[config.mk]
export PLATFORM = sky130hd
export DESIGN_NAME = config_loader
export DESIGN_NICKNAME = d
export VERILOG_FILES = /design/src/rtl/config_loader.sv
export SDC_FILE = /design/constraint.sdc
export NUM_CORES = 1
export LEC_CHECK = 0
export ABC_AREA = 0
export CAP_MARGIN = 20
export CORE_MARGIN = 4
export CORE_UTILIZATION = 37
export CTS_BUF_LIST = sky130_fd_sc_hd__clkbuf_4 sky130_fd_sc_hd__clkbuf_8
export DETAILED_ROUTE_END_ITERATION = 10
export DONT_BUFFER_PORTS = 1
export GPL_ROUTABILITY_DRIVEN = 1
export GPL_TIMING_DRIVEN = 0
export HOLD_SLACK_MARGIN = 0.08
export PLACE_DENSITY = 0.49
export SETUP_SLACK_MARGIN = 0.15
export SYNTH_ARGS = -nofsm -noshare
export SYNTH_HDL_FRONTEND = slang
export SYNTH_SLANG_ARGS = --single-unit
[constraint.sdc]
create_clock -name clk -period 2.3 [get_ports clk]
set_input_delay 0.23 -clock clk [delete_from_list [all_inputs] [get_ports clk]]
set_output_delay 0.23 -clock clk [all_outputs]
set_load 0.01 [all_outputs]
[src/rtl/config_loader.sv]
// Serial configuration loader: shifts a WIDTH-bit word LSB first into the core over sen/sclk/sdata.
// Define CONFIG_LOADER_RELOAD_EN to allow reloading cfg_word after the reset-time DEFAULT_CFG transfer.
module config_loader #(
    parameter int               WIDTH       = 33,
    parameter logic [WIDTH-1:0] DEFAULT_CFG = 33'h03CF10404,
    parameter int               SCLK_DIV    = 1
) (
    input  logic             clk,
    input  logic             reset,
    input  logic [WIDTH-1:0] cfg_word,
    input  logic             reload,
    output logic             sen,
    output logic             sdata,
    output logic             sclk,
    output logic             busy,
    output logic             done,
    output logic [2:0]       dbg_state
);

    localparam int BW = $clog2(WIDTH + 1);

    typedef enum logic [2:0] {
        S_LOAD  = 3'd0,
        S_SETUP = 3'd1,
        S_HIGH  = 3'd2,
        S_LOW   = 3'd3,
        S_DONE  = 3'd4
    } state_t;

    state_t           state;
    state_t           state_next;
    logic [7:0]       div_cnt;
    logic [BW-1:0]    bit_cnt;
    logic [WIDTH-1:0] shift;
    logic             div_last;
    logic             bit_last;

    // Handshake: reload is a one-cycle pulse; it is remembered until the next LOAD consumes it.
`ifdef CONFIG_LOADER_RELOAD_EN
    logic pending;
`else
    logic unused_inputs;
    assign unused_inputs = ^{reload, cfg_word};
`endif

    assign div_last  = (div_cnt == 8'(SCLK_DIV - 1));
    assign bit_last  = (bit_cnt == BW'(WIDTH - 1));
    assign sdata     = shift[0];
    assign dbg_state = state;

    always_comb begin
        state_next = state;
        case (state)
            S_LOAD:  state_next = S_SETUP;
            S_SETUP: if (div_last) state_next = S_HIGH;
            S_HIGH:  if (div_last) state_next = S_LOW;
            S_LOW:   if (div_last) state_next = bit_last ? S_DONE : S_HIGH;
            S_DONE: begin
`ifdef CONFIG_LOADER_RELOAD_EN
                if (pending || reload) state_next = S_LOAD;
`endif
            end
            default: state_next = S_LOAD;
        endcase
    end

    always_ff @(posedge clk) begin
        if (reset) begin
            state   <= S_LOAD;
            div_cnt <= '0;
            bit_cnt <= '0;
            shift   <= '0;
            sen     <= 1'b0;
            sclk    <= 1'b0;
            busy    <= 1'b0;
            done    <= 1'b0;
`ifdef CONFIG_LOADER_RELOAD_EN
            pending <= 1'b0;
`endif
        end else begin
            state   <= state_next;
            div_cnt <= (state_next != state) ? 8'd0 : div_cnt + 8'd1;

            case (state)
                S_LOAD: begin
`ifdef CONFIG_LOADER_RELOAD_EN
                    shift <= pending ? cfg_word : DEFAULT_CFG;
`else
                    shift <= DEFAULT_CFG;
`endif
                    bit_cnt <= '0;
                end
                // Shift on the falling sclk edge so sdata is stable around every rising edge.
                S_HIGH: if (div_last) shift <= shift >> 1;
                S_LOW:  if (div_last && !bit_last) bit_cnt <= bit_cnt + BW'(1);
                default: ;
            endcase

`ifdef CONFIG_LOADER_RELOAD_EN
            if (state == S_LOAD) pending <= reload;
            else if (reload)     pending <= 1'b1;
`endif

            // Outputs are registered from the next state so they line up with the state they describe.
            sen  <= (state_next == S_SETUP) || (state_next == S_HIGH) || (state_next == S_LOW);
            sclk <= (state_next == S_HIGH);
            busy <= (state_next != S_DONE);
            done <= (state_next == S_DONE);
        end
    end

endmodule

== Yosys cells after proc, flatten, opt, wreduce, memory -nomap -nowiden ==
Index checks and enable logic that the tools add are counted.

* Register bits: 54
* Bits in latches: 0
* Memory bits (writable): 0
* ROM bits: 0
* Input bits: 36
* Output and inout port bits: 8
* Memories: 0

* Add/subtract/negate cells: 2
* Multipliers: 0
* Divide/modulo/power cells: 0
* Magnitude comparators: 0
* Equality and inequality tests: 13
* Shifts and indexed selects: 0
* Mux-type cells: 9
* Bitwise logic cells: 0
* Reduce and logical (&&, ||, !) cells: 11

{| class="wikitable"
|+ Operators with widths
! cell !! number
|-
| $pmux W33 S2 || 1
|-
| $mux W33 || 1
|-
| $pmux W3 S5 || 1
|-
| $eq A3 B2 Y1 const B || 4
|-
| $mux W3 || 4
|-
| $pmux W6 S2 || 1
|-
| $add A8 B1 Y8 const B || 1
|-
| $logic_not A8 Y1 || 1
|-
| $add A6 B1 Y6 const B || 1
|-
| $eq A3 B1 Y1 const B || 2
|-
| $eq A3 B3 Y1 const B || 2
|-
| $eq A6 B6 Y1 const B || 1
|-
| $mux W6 || 1
|-
| $ne A2 B2 Y1 const B || 2
|-
| $reduce_and A2 Y1 || 2
|-
| $reduce_bool A2 Y1 || 2
|-
| $logic_not A3 Y1 || 1
|-
| $ne A3 B3 Y1 || 1
|-
| $ne A3 B3 Y1 const B || 1
|-
| $logic_or A1 B1 Y1 || 2
|-
| $reduce_or A2 Y1 || 1
|-
| $logic_and A1 B1 Y1 || 1
|-
| $logic_not A1 Y1 || 1
|}

== Depth between registers and ports, before layout ==
* Depth in word-level cells: 7
* Gate-level depth with buffers: 7
* Gate-level depth less buffers: 6

== Worst setup path before layout ==
Ideal clock, no wire load.

* Path kind: reg2reg
* From: register div_cnt[0]
* To: register shift[0]
* Library setup time: 0.059 ns
* Arrival time: 1.785 ns
* Required time: 2.241 ns
* Path slack: 0.457 ns
* Cell stages (with the launch flop): 8
* Buffers on the path: 1
* Period minus slack after synthesis: 1.843 ns
* Path through: dfxtp_1 inv_1 ha_1 nor4b_4 a21o_1 a21oi_1 buf_2 a22o_1

* Longest elaborated chain between the ends: 3

{| class="wikitable"
|+ Ends and longest elaborated chain
! element !! line !! RTL
|-
| start: declaration || 32 || <nowiki>logic [7:0] div_cnt;</nowiki>
|-
| start signal: assignment || 82 || <nowiki>div_cnt <= (state_next != state) ? 8'd0 : div_cnt + 8'd1;</nowiki>
|-
| $logic_not A8 Y1 || 46 || <nowiki>assign div_last = (div_cnt == 8'(SCLK_DIV - 1));</nowiki>
|-
| $ne A2 B2 Y1 (no line) || n/a ||
|-
| $reduce_and A2 Y1 (no line) || n/a ||
|-
| end signal: assignment || 94 || <nowiki>S_HIGH: if (div_last) shift <= shift >> 1;</nowiki>
|-
| end: declaration || 34 || <nowiki>logic [WIDTH-1:0] shift;</nowiki>
|}

Every way passes these cells.
A chain may end at the register's enable or synchronous reset.

== Worst setup path in the final report ==
* From: register div_cnt[0]
* To: register shift[4]

The elaborated chain is that of the path after synthesis.

==> out/qor.csv <==
metric;value;unit
vias_per_cell;5.25;
cts_tree;built;
hp-class;primary input to register;
drive_gt1_frac;0.186;
intPower;1270;uW
vias;1371;
timing.final.crit_share;0.871;
cts_htree_levels;2;
finalHoldViolCount;0;
syn_nets;220;
grt_pass1_wl;6110;um
finalNetCount;233;
fmax;0.499;GHz
rsz0062_at_grt;no;
syn_avg_cell_area;10.7;um2
synth-seq-area-share;0.531;
timing.final.crit_period;2000;ps
wl_per_cell;13.6;um
drt_iter0_drc;60;
setup_viol;0;
clk_latency;300;ps
power_switching_share;0.225;
dp_hpwl;2380;um
rrSetupSlack;300;ps
yosys.cell_types.count;37;
cts_buffers;5;
r2r_cells;8;
yosys_warnings;0;
worst_ep_required_time;2550;ps
reg2reg_to;shift[4]$_SDFFE_PP0P_;
antenna_found_initial;0;
die_area;0.00642;mm2
grt-ovfl-total;0;
critical_path_arrival;2260;ps
ir_drop;351;uV
leakage;0.000824;uW
design.core.area;0.00488;mm2
p_switching;369;uW
hold_depth;2;
dr.pass1.iters;4;
die_h;80.1;um
syn_to_final_growth;13.4;%
rows;25;
critPathKind;register to register;
p_comb_frac;0.050;
end_kind;register;
final_core_util;0.447;
synthesis.area;0.00192;mm2
power_frac_seq;0.566;
ys_ff_latch;51;
crit_path_start_kind;register;
drc_errors;0;
clk_pin_slew;100;ps
place_congestion;0.780;
io-pin-count;44;
grt_pass1_vias;1314;
layout_common_cells;51 x dfxtp_1, 19 x a22o_1, 14 x nor2_1;
status;complete, no violations;
diodes;0;
clockPowerShare;0.384;
grt_usage;0.120;
start_util;0.394;
drv_slew;0;
hold_end;shift[16]$_SDFFE_PP0P_;
dieWidth;80.1;um
io_buffers;0;
syn_inst;180;
final_common_cell;dfxtp_1;
worst_slew_pin_slew;617;ps
antenna_violating_nets_post_route;0;
max_cap_viol_count;0;
root_buffer;clkbuf_8;
cts_buffer_depth;2;
critPathMaxFanout;10;
routed_wl;3540;um
clock-sinks;51;
timing.rr.start;div_cnt[0]$_SDFF_PP0_;
power_density;753;mW/mm2
hold_start;reset;
grt_max_degree;18;
finClkSkew;10.7;ps
hold_ws;147;ps
slew_headroom;0.586;
[layer usage]
metal	share of wire	GRT usage	vias up	routed length, um
li1	-	-	686	-
met1	0.50	0.162	652	1780
met4	0.0096	0.0405	0	34
met2	0.43	0.177	29	1540
met5	0	0	-	0
met3	0.054	0.0437	4	192
[cell usage after synthesis (all sizes together)]
| master | n | area share |
|---|---|---|
| a211oi | 1 | 0.0039 |
| a21o | 2 | 0.0078 |
| a21oi | 8 | 0.021 |
| a22o | 19 | 0.086 |
| a31oi | 1 | 0.0033 |
| and2 | 2 | 0.0065 |
| and3 | 3 | 0.0098 |
| and3b | 1 | 0.0046 |
| and4b | 1 | 0.0052 |
| buf | 4 | 0.014 |
| clkbuf | 4 | 0.0078 |
| dfxtp | 51 | 0.53 |
| ha | 4 | 0.026 |
| inv | 10 | 0.020 |
| nand2 | 4 | 0.0091 |
| nand3 | 9 | 0.026 |
| nand4 | 2 | 0.0065 |
| nor2 | 14 | 0.027 |
| nor2b | 1 | 0.0033 |
| nor3 | 3 | 0.010 |
| nor3b | 1 | 0.0039 |
| nor4 | 1 | 0.011 |
| nor4b | 1 | 0.012 |
| o21a | 2 | 0.0078 |
| o21ai | 4 | 0.010 |
| o221a | 10 | 0.059 |
| o31ai | 2 | 0.0078 |
| or2 | 3 | 0.0098 |
| or3 | 2 | 0.0065 |
| or4 | 3 | 0.012 |
| xnor2 | 2 | 0.0091 |
| xor2 | 5 | 0.023 |
[state kept, by name (all words and copies together) (netlist names)]
name / flops
bit_cnt: 6
sclk: 1
done: 1
dbg_state: 3
shift: 30
busy: 1
div_cnt: 8
sen: 1
[logic make-up (layout without fill, tap and decap cells)]
| group | count (synthesis) | in the layout | synth area share |
|---|---|---|---|
| DFF | 51 | 51 | 0.531 |
| and+or+nand+nor | 51 | 51 | 0.164 |
| AOI/OAI and AO/OA | 49 | 49 | 0.207 |
| buffers and inverters | 18 | 32 | 0.0410 |
| xor gates and xnor gates | 7 | 7 | 0.0319 |
| adders and majority gates | 4 | 4 | 0.0260 |
[worst max-delay path: stages (launching register included)]
cell	delay, ps
dfxtp_1	420
inv_1	80
ha_1	200
nor4b_4	120
buf_4	170
a21o_1	210
a21oi_4	310
buf_2	270
a22o_1	170
[worst max-delay path by stage]
stage,to,from
floorplan,shift[0]$_SDFFE_PP0P_,div_cnt[0]$_SDFF_PP0_
global placement,shift[3]$_SDFFE_PP0P_,div_cnt[0]$_SDFF_PP0_
detailed placement,shift[1]$_SDFFE_PP0P_,div_cnt[0]$_SDFF_PP0_
CTS,bit_cnt[2]$_SDFFE_PP0P_,div_cnt[0]$_SDFF_PP0_
global route,shift[3]$_SDFFE_PP0P_,div_cnt[0]$_SDFF_PP0_
finish,shift[4]$_SDFFE_PP0P_,div_cnt[0]$_SDFF_PP0_
[power by group through the flow]
stage	clock, uW	sequential [uW]	combinational [uW]
after floorplan	0	944	63.6
after global placement	0	949	76.0
after detailed placement	0	949	78.1
after CTS	651	929	81.4
after global routing	681	933	92.4
final	631	929	81.6
[through the flow]
stage | setup WS (ps) | total power, uW | TNS (ps) | cells | cell area (um2)
6_report | 298 | 1640 | 0 | 261 | 2180
5_1_grt | 171 | 1710 | 0 | 261 | 2180
4_1_cts | 201 | 1660 | 0 | 257 | 2140
3_5_place_dp | -6.51 | 1030 | -11.8 | 247 | 2010
3_3_place_gp | 58.5 | 1030 | 0 | 247 | 2010
2_1_floorplan | 457 | 1010 | 0 | 180 | 1920
[repair_timing]
item | 4_1_cts | 5_1_grt
cloned | 0 | 0
hold buffers | 1 | 0
buffers inserted | 1 | 4
resized for setup | 1 | 1
endpoints found under the hold margin | 2 | 0
pin swaps | 1 | 0
endpoints found under the setup margin | 10 | 25
[area by class of cell]
cell class / count / area, um2
Buffer: 8 / 41.3
Clock inverter: 3 / 46.3
Tap cell: 67 / 83.8
Inverter: 10 / 37.5
Timing Repair Buffer: 6 / 47.5
Multi-Input combinational cell: 111 / 836
Fill cell: 478 / 2700
Clock buffer: 5 / 68.8
Sequential cell: 51 / 1020
(Power assumes the default switching activity.)
